`src/rtl/weight_loader.sv`:
```
// rtl/weight_loader.sv - packs DRAM read beats into weight-buffer lines and issues one write per line
module weight_loader #(
    parameter int ADDR_WIDTH = 8,
    parameter int LINE_WIDTH = 256,
    parameter int BEAT_WIDTH = 64
) (
    input  logic                  clk,
    input  logic                  rst_n,
    input  logic                  cmd_valid,
    output logic                  cmd_ready,
    input  logic [ADDR_WIDTH-1:0] cmd_base_addr,
    input  logic [ADDR_WIDTH:0]   cmd_num_lines,
    input  logic                  dram_rvalid,
    output logic                  dram_rready,
    input  logic [BEAT_WIDTH-1:0] dram_rdata,
    output logic                  out_dram_req,
    output logic                  out_dram_we,
    output logic [ADDR_WIDTH-1:0] out_dram_addr,
    output logic [LINE_WIDTH-1:0] out_dram_wdata,
    output logic                  busy,
    output logic                  done
);
    localparam int BEATS = LINE_WIDTH / BEAT_WIDTH;
    localparam int CNT_W = (BEATS > 1) ? $clog2(BEATS) : 1;

    typedef enum logic [1:0] {IDLE, STREAM, DONE} state_t;

    state_t                state;
    logic [CNT_W-1:0]      beat_cnt;
    logic [ADDR_WIDTH-1:0] line_addr;
    logic [ADDR_WIDTH:0]   lines_left;
    logic [LINE_WIDTH-1:0] pack;
    logic [LINE_WIDTH-1:0] next_line;
    logic                  beat_fire;
    logic                  line_full;

    assign cmd_ready   = (state == IDLE);
    assign dram_rready = (state == STREAM);
    assign beat_fire   = dram_rvalid && dram_rready;
    assign line_full   = (beat_cnt == CNT_W'(BEATS - 1));

    // Pack register with the incoming beat merged in, so the 4th beat goes straight to the write data.
    always_comb begin
        next_line = pack;
        next_line[int'(beat_cnt) * BEAT_WIDTH +: BEAT_WIDTH] = dram_rdata;
    end

    always_ff @(posedge clk or negedge rst_n) begin
        if (!rst_n) begin
            state          <= IDLE;
            beat_cnt       <= '0;
            line_addr      <= '0;
            lines_left     <= '0;
            pack           <= '0;
            out_dram_req   <= 1'b0;
            out_dram_we    <= 1'b0;
            out_dram_addr  <= '0;
            out_dram_wdata <= '0;
            busy           <= 1'b0;
            done           <= 1'b0;
        end else begin
            out_dram_req <= 1'b0;
            out_dram_we  <= 1'b0;
            done         <= 1'b0;
            case (state)
                IDLE: begin
                    if (cmd_valid) begin
                        line_addr  <= cmd_base_addr;
                        lines_left <= cmd_num_lines;
                        beat_cnt   <= '0;
                        busy       <= 1'b1;
                        if (cmd_num_lines == '0) begin
                            state <= DONE;
                            done  <= 1'b1;
                        end else begin
                            state <= STREAM;
                        end
                    end
                end
                STREAM: begin
                    if (beat_fire) begin
                        pack <= next_line;
                        if (line_full) begin
                            beat_cnt       <= '0;
                            out_dram_req   <= 1'b1;
                            out_dram_we    <= 1'b1;
                            out_dram_addr  <= line_addr;
                            out_dram_wdata <= next_line;
                            line_addr      <= line_addr + ADDR_WIDTH'(1);
                            lines_left     <= lines_left - (ADDR_WIDTH + 1)'(1);
                            if (lines_left == (ADDR_WIDTH + 1)'(1)) begin
                                state <= DONE;
                                done  <= 1'b1;
                            end
                        end else begin
                            beat_cnt <= beat_cnt + CNT_W'(1);
                        end
                    end
                end
                DONE: begin
                    state <= IDLE;
                    busy  <= 1'b0;
                end
                default: state <= IDLE;
            endcase
        end
    end
endmodule

```
`config.mk`:
```
export PLATFORM = sky130hd
export DESIGN_NAME = weight_loader
export DESIGN_NICKNAME = d
export VERILOG_FILES = /design/src/rtl/weight_loader.sv
export SDC_FILE = /design/constraint.sdc
export NUM_CORES = 1
export LEC_CHECK = 0
export ABC_AREA = 0
export CAP_MARGIN = 40
export CORE_UTILIZATION = 25
export CTS_BUF_LIST = sky130_fd_sc_hd__clkbuf_8 sky130_fd_sc_hd__clkbuf_16
export DETAILED_ROUTE_END_ITERATION = 6
export GPL_TIMING_DRIVEN = 0
export PLACE_DENSITY = 0.45
export SLEW_MARGIN = 20
export SYNTH_ARGS = -nofsm -noshare
export SYNTH_HDL_FRONTEND = slang
export SYNTH_SLANG_ARGS = --single-unit
```
`constraint.sdc`:
```
create_clock -name clk -period 2.9 [get_ports clk]
set_clock_uncertainty 0.2 [all_clocks]
set_input_delay 0.435 -clock clk [delete_from_list [all_inputs] [get_ports clk]]
set_output_delay 0.435 -clock clk [all_outputs]
set_load 0.02 [all_outputs]
```
* Yosys cells after proc, flatten, opt, wreduce, memory -nomap -nowiden *
Cells that the tools add are included.
W data, S select, Z words.

storage, ports and cells
  output and inout port bits = 270
  flip-flop bits (word level) = 544

cells by class
  shifts and indexed selects = 2
  multiplexer cells = 30
  eq/ne operators = 8
  reductions and logical operators = 11
  $add $sub $neg = 4

operators by type and width
  kind                         number
  $bwmux W256                  1
  $shift A64 B33 Y256 const A  1
  $shiftx A64 B33 Y256         1
  $neg A8 Y33                  1
  $mux W9                      3
  $mux W8                      3
  $pmux W9 S2                  1
  $mux W2                      8
  $pmux W8 S2                  1
  $eq A9 B1 Y1 const B         1
  $logic_not A9 Y1             1
  $mux W1                      9
  $sub A9 B1 Y9 const B        1
  $add A8 B1 Y8 const B        1
  $pmux W2 S2                  2
  $reduce_and A4 Y1            2
  $ne A2 B1 Y1 const B         3
  $reduce_and A3 Y1            2
  $eq A2 B2 Y1 const B         2
  $pmux W1 S2                  2
  $reduce_and A2 Y1            2
  $reduce_bool A2 Y1           2
  $add A2 B1 Y2 const B        1
  $eq A2 B1 Y1 const B         1
  other kinds (3)              3

* Depth between registers and ports, before layout *
Gate-level depths: netlist (run 1).

  depth after elaboration = 5
  mapped depth = 8
  gate-level depth less buffers = 6

* Worst setup path after synthesis (run 1) *
Ideal clock, no wire load.

  kind = reg2reg
  start point = register beat_cnt[0]
  end point = register out_dram_wdata[10]
  slack = 0.781 ns
  required time = 2.628 ns
  arrival time = 1.847 ns
  path buffers = 2
  cell stages (with the launch flop) = 8
  path through = dfrtp_1 inv_1 ha_1 nor4b_1 clkbuf_1 buf_2 a221oi_1 nor2_1

on the way
  longest elaborated chain between the ends = 3
  elaborated cells on any way between the ends = 6
  classes of those cells = 1 x add/sub; 1 x eq/ne; 2 x shift; 1 x mux; 1 x reduce/logical

RTL lines
  what                                                         RTL line  RTL
  start, declared                                              29        logic [CNT_W-1:0] beat_cnt;
  start signal, assigned                                       96        beat_cnt <= beat_cnt + CNT_W'(1);
  $neg A8 Y33                                                  45        next_line[int'(beat_cnt) * BEAT_WIDTH +: BEAT_WIDTH] = dram_rdata;
  $shiftx A64 B33 Y256 or $shift A64 B33 Y256 (tied branches)  45
  $bwmux W256                                                  45
  end signal, assigned                                         88        out_dram_wdata <= next_line;
  end, declared                                                19        output logic [LINE_WIDTH-1:0] out_dram_wdata,

Several ways; a longest one is shown, not always the timed one.
A chain may end at the register's enable or synchronous reset.

* Final worst setup path (run 1) *
  start point = register state[1]
  end point = output dram_rready

on the way
  longest elaborated chain between the ends = 1

RTL lines
  what                    RTL line  RTL
  start, declared         28        state_t state;
  start signal, assigned  50        state <= IDLE;
  start signal, assigned  73        state <= DONE;
  start signal, assigned  76        state <= STREAM;
  $eq A2 B1 Y1            38        assign dram_rready = (state == STREAM);
  end, declared           14        output logic dram_rready,

No other way between the ends.

==> results.toml, run 1 <==
[worst_hold_path]
min-delay-start = "dram_rdata[3]"
hold_class = "input pin to flip-flop"

[clock_network]
htreeDepth = 2
cts_root_buffer = "clkbuf_16"
clock-sinks = 480
clock_latency_ps = 610
cts_setup_buffers = 0
cts_buffer_depth = 3
cts_tree = "done"
numCtsBuffers = 56
cts.clk_slew.worst_paths_ps = 60

[drt]
wire_per_inst_microns = 23.0
viasPerCell = 4.97
vias = 15600
drt_iter0_drc = 1192
dr.pass1.iters = 5
antenna_left = 0
wl_microns = 71800
route.detailed.drc = 0

[worst_setup_path]
cp_cell_sequence = "nand2b_1 > inv_2 > clkbuf_4 > dlygate4sd2_1"
end_kind = "output port"
cp.depth = 4
crit_family = "buffers and inverters"
critPathCapture = "dram_rready"
reg2reg_to = "out_dram_wdata[135]"
required_ps = 2270
worstSetupPathType = "flip-flop to output port"
reg2reg_from = "beat_cnt[0]"
cpPeakStageDelay_ps = 450
worstPathMaxFanout = 10
r2r_setup_slack_ps = 190
critPathSlowestCell = "dfrtp_1"
rr_worst_depth = 8
arrival_ps = 2110
worst_setup_path_start_kind = "flip-flop"
cp_num_buf_inv = 3
startpoint = "state[1]"

[synthesis]
syn_nets = 1783
ys_seq_area_frac = 0.625
synth_seq_cells = 480
syn_avg_cell_area_sq_um = 11.4
synth-xor-area-share = 0
synth-edff-count = 0
synth_top_family_by_area = "compound AO/OA/AOI/OAI gates"
synth_area_leaders = "dfrtp_1 63%, a22o_1 12%, a221oi_1 8.8%, nor2_1 7.7%, clkbuf_1 2.3%"
yosysTopAreaCellShare = 0.625
synth.distinct_cells = 42
yosys.area.top_type = "dfrtp_1"
ys_warn_count = 0
synth_ff_type = "dfrtp_1"
netlist_area_sq_um = 19200
syn_inst = 1690
async_reset_ff_frac = 1.00
synth_compound_area_frac = 0.221
synth_mux_area_frac = 0.00104
synth-simple-area-share = 0.0993
synth_adder_area_share = 0.00521

[global_route]
antenna_found_initial = 2
track_usage = 0.181
grt_max_degree = 95
grt_use_met2 = 0.291
grtUsageMet1 = 0.238
grt_pass1_vias = 16000
globalRouteMet3Util = 0.0452
busiest_layer = "met2"
grt_pass1_wl_microns = 106000
grt-ovfl-total = 0

[final_layout]
final_common_cell = "dfrtp_1"
fin_nets = 2140
syn2layout_area_growth_pct = 33.6
drive_above_1_share = 0.0941
fillers = 7694
final_cell_mix = "480 x dfrtp_1, 396 x nor2_1, 288 x clkdlybuf4s50_1, 258 x a22o_1, 190 x a221oi_1"

[timing]
hold_viol_final = 0
drv_slew = 0
timing.hold.ws_ps = 71.1
fmax_mhz = 364
fin_crit_ps = 2740
min_period_over_period = 0.946
tightestPinTransition_ps = 712
max_slew_margin = 0.526
fin_tns_setup_ps = 0
setup_violations = 0
rsz0062_at_grt = "true"

[run]
maxCapViolCount = 0

[status]
status = "complete, no violations"

[power_and_ir_drop]
p_switching_mw = 11.2
ir_drop_mv = 0.506
leakage_nw = 11.4
p_sw_frac = 0.374
intPower_mw = 18.7
total_power_mw = 30.0
clockPowerShare = 0.250
seqPwrFrac = 0.368
cellPowerDensity_nw_per_um2 = 1170
power.share.combinational = 0.382

[placed_design]
hpwl_microns = 50600
gp_congestion = 0.761
io_buffers = 290

[floorplanning]
core_sq_um = 75900
die-area_sq_um = 77900
rows = 101
fp.dieW_microns = 279
start_util = 0.253
dieHeight_microns = 279
io_pins = 355
-- layout make-up --
type | instances | area, sq um | area share
flip-flops and latches | 480 | 12000 | 0.468
multi-input cells | 987 | 6300 | 0.245
repair buffers | 300 | 3110 | 0.121
clock buffers | 78 | 1730 | 0.0673
well taps | 1030 | 1290 | 0.0502
plain buffers | 211 | 913 | 0.0356
clock inverters | 27 | 262 | 0.0102
inverters | 11 | 41.3 | 0.00161
diodes | 4 | 10.0 | 0.000390
-- synthesized netlist by cell type, types with 2 or more instances --
cell	instances
nor3_1	8
buf_1	24
nand4_1	6
dfrtp_1	480
nand3_1	9
o2bb2ai_1	2
a22o_1	258
and3_1	6
nand2b_1	2
ha_1	8
o22ai_1	5
o221a_2	2
a21oi_1	15
o211ai_1	2
buf_2	66
inv_2	4
or3_1	2
nor4_1	3
a221oi_1	192
o21ai_0	15
a31oi_1	2
inv_1	7
clkbuf_1	120
mux2i_1	2
nor2b_1	2
o21a_1	3
nor2_1	396
nand2_1	35
-- power groups by stage --
stage               logic (mW)  registers, mW  clock network, mW
floorplan                 4.30           12.5                  0
global placement          11.4           11.1                  0
detailed placement        11.5           11.1                  0
CTS                       11.6           11.0               7.68
global route              12.4           11.3               7.95
finish                    11.4           11.0               7.48
-- timing repair --
| action | CTS | global route |
|---|---|---|
| endpoints found under the hold margin | 64 | 0 |
| endpoints found under the setup margin | 111 | 181 |
| hold buffers | 1 | 0 |
| gates resized for setup | 9 | 15 |
-- how the worst min path moves through the flow --
stage | to | slack, ps | cells past startpoint
after global routing | pack[131] | 60 | 2
after global placement | out_dram_addr[1] | 280 | 2
final | out_dram_wdata[195] | 70 | 2
after CTS | pack[3] | 30 | 2
after floorplan | beat_cnt[0] | -60 | 0
after detailed placement | out_dram_wdata[71] | 220 | 1
-- worst reg2reg max path, stage by stage, from the launching register on --
cell      delay, ps
dfrtp_1         490
inv_1           150
ha_1            390
nand2_1          70
nor3_1          230
clkbuf_2        300
buf_1           500
a221oi_1        200
nor2_1          120
-- state kept, by name, indices dropped and copies added, names as in the netlist --
register        flops
state               2
out_dram_wdata    256
done                1
out_dram_we         1
busy                1
line_addr           8
lines_left          9
beat_cnt            2
out_dram_addr       8
pack              192
-- logic make-up (layout without fill, tap and decap cells) --
kind of cell             after synthesis  after routing
multiplexers                           2              2
buffers and inverters                223            627
AND/OR/NAND/NOR                      477            477
flip-flops                           480            480
adder cells (fa/ha/maj)                8              8
AO/OA/AOI/OAI                        500            500
other                                  0              4
-- stage by stage --
step / utilization / cell area [sq um] / instances / setup WS [ps]
2_1_floorplan: - / 19200 / 1690 / 781
3_3_place_gp: 0.308 / 23400 / 3010 / -20570
3_5_place_dp: 0.311 / 23600 / 3019 / -384
4_1_cts: 0.337 / 25600 / 3125 / 64.2
5_1_grt: 0.338 / 25700 / 3124 / -26.6
6_report: 0.338 / 25700 / 3128 / 156
-- routing by layer --
| metal | routed length, microns | vias to the layer above |
|---|---|---|
| met3 | 5090 | 98 |
| met4 | 1790 | 0 |
| met1 | 31200 | 8055 |
| li1 | - | 6912 |
| met2 | 33700 | 488 |
| met5 | 0 | - |
Note: power is estimated with default switching activity, not from simulation.
==> run 2: changes to the inputs <==
- CAP_MARGIN: 40 -> 10
==> results.toml, run 2 (synthesized netlist as in run 1, its figures left out) <==
[placed_design]
hpwl_microns = 49900
place_inst = 3015
io_buffers = 290
gp_congestion = 0.761

[global_route]
track_usage = 0.181
grt_max_degree = 95
grt-ovfl-total = 0
grt_pass1_vias = 15900
grt_pass1_wl_microns = 106000
antenna_found_initial = 4

[final_layout]
top_register = "out_dram_wdata"
largest_register_ffs = 256
fin_nets = 2137
fillers = 7680
fin_util = 0.335
final_common_cell = "dfrtp_1"
final_cell_mix = "480 x dfrtp_1, 396 x nor2_1, 288 x clkdlybuf4s50_1, 258 x a22o_1, 190 x a221oi_1"
syn2layout_area_growth_pct = 32.4
drive_above_1_share = 0.0896
top_regs = "out_dram_wdata: 256 flops, pack: 192 flops, lines_left: 9 flops"
fin_cells = 3119

[status]
status = "complete, no violations"

[worst_setup_path]
critPathCapture = "pack[44]"
required_ps = 3180
reg2reg_from = "state[1]"
r2r_setup_slack_ps = 80
worstPathMaxFanout = 10
end_kind = "flip-flop"
startpoint = "state[1]"
rr_worst_depth = 5
worstSetupPathType = "flip-flop to flip-flop"
arrival_ps = 3100
reg2reg_to = "pack[44]"
worst_setup_path_start_kind = "flip-flop"

[floorplanning]
dieHeight_microns = 279
core_sq_um = 75900
fp.dieW_microns = 279
start_util = 0.253
io_pins = 355
die-area_sq_um = 77900
rows = 101

[clock_network]
htreeDepth = 2
clock-sinks = 480
clock_latency_ps = 600
cts_setup_buffers = 0
cts_tree = "done"
cts.clk_slew.worst_paths_ps = 60
numCtsBuffers = 56
cts_root_buffer = "clkbuf_16"
cts_buffer_depth = 3

[power_and_ir_drop]
clockPowerShare = 0.237
p_switching_mw = 11.1
leakage_nw = 11.3
seqPwrFrac = 0.375
ir_drop_mv = 0.522
cellPowerDensity_nw_per_um2 = 1150
total_power_mw = 29.4
power.share.combinational = 0.388
p_sw_frac = 0.380
intPower_mw = 18.2

[drt]
vias = 15500
wire_per_inst_microns = 22.9
wl_microns = 71500
antenna_left = 0
route.detailed.drc = 0
drt_iter0_drc = 1179
dr.pass1.iters = 5
viasPerCell = 4.97

[timing]
fmax_mhz = 355
setup_violations = 0
fin_crit_ps = 2820
drv_slew = 0
max_slew_margin = 0.271
rsz0062_at_grt = "false"
min_period_over_period = 0.971
tightestPinTransition_ps = 1090
hold_viol_final = 0

[worst_hold_path]
min_path_cells = 2
hold_class = "input pin to flip-flop"
min-delay-start = "dram_rdata[3]"

[run]
maxCapViolCount = 0
run 2: area by class of cell:
cell class | instances | area [sq um] | share of cell area
Antenna cell | 1 | 2.50 | 0.0000984
Buffer | 212 | 918 | 0.0361
Clock buffer | 71 | 1620 | 0.0637
Clock inverter | 31 | 199 | 0.00782
Inverter | 11 | 41.3 | 0.00162
Multi-Input combinational cell | 987 | 6290 | 0.247
Sequential cell | 480 | 12000 | 0.472
Tap cell | 1030 | 1290 | 0.0507
Timing Repair Buffer | 296 | 3050 | 0.120
run 2: what timing repair did:
item / CTS / global route
endpoints found under the setup margin: 198 / 195
hold endpoints to repair: 64 / 0
pin swaps: 0 / 0
resized for setup: 8 / 19
hold buffers: 1 / 0
run 2: power groups by stage:
stage               sequential (mW)  clock (mW)  combinational [mW]
floorplan                      12.5           0                4.30
global placement               11.1           0                11.4
detailed placement             11.1           0                11.5
CTS                            11.0        7.19                11.5
global route                   11.3        7.44                12.3
finish                         11.0        6.97                11.4
run 2: per-layer routing:
layer | share of wire | vias up | wire, microns | GRT usage
li1 | - | 6899 | - | -
met1 | 0.43 | 7975 | 30900 | 0.237
met2 | 0.47 | 537 | 33900 | 0.295
met3 | 0.068 | 101 | 4850 | 0.0440
met4 | 0.026 | 0 | 1860 | 0.0535
met5 | 0 | - | 0 | 0
run 2: worst min path at each step:
stage                                     end  slack (ps)
after global routing      out_dram_wdata[195]          60
after floorplan                   beat_cnt[0]         -60
final                     out_dram_wdata[195]          70
after detailed placement  out_dram_wdata[200]         220
after global placement       out_dram_addr[1]         280
after CTS                 out_dram_wdata[195]          30
run 2: per-stage QoR:
stage	setup TNS (ps)	cell area (sq um)	setup WS (ps)	hold slack (ps)
6_report	0	25400	84.0	73.0
5_1_grt	0	25400	4.21	55.4
4_1_cts	0	25400	5.75	29.2
3_5_place_dp	-85110	23500	-380	224
3_3_place_gp	-9949590	23400	-20570	275
2_1_floorplan	0	19200	781	-60.6
run 2: worst max-delay path, stage by stage, from the launching register on:
cell and delay (ps):
dfrtp_1 450, nand2b_1 250, inv_2 220, nand3_1 820, clkbuf_1 480, a22o_1 270
==> run 3: changes to the inputs <==
- CAP_MARGIN: 10 -> default
==> results of run 3 <==
The final DEF is identical to that of run 2; final timing and power are the same.
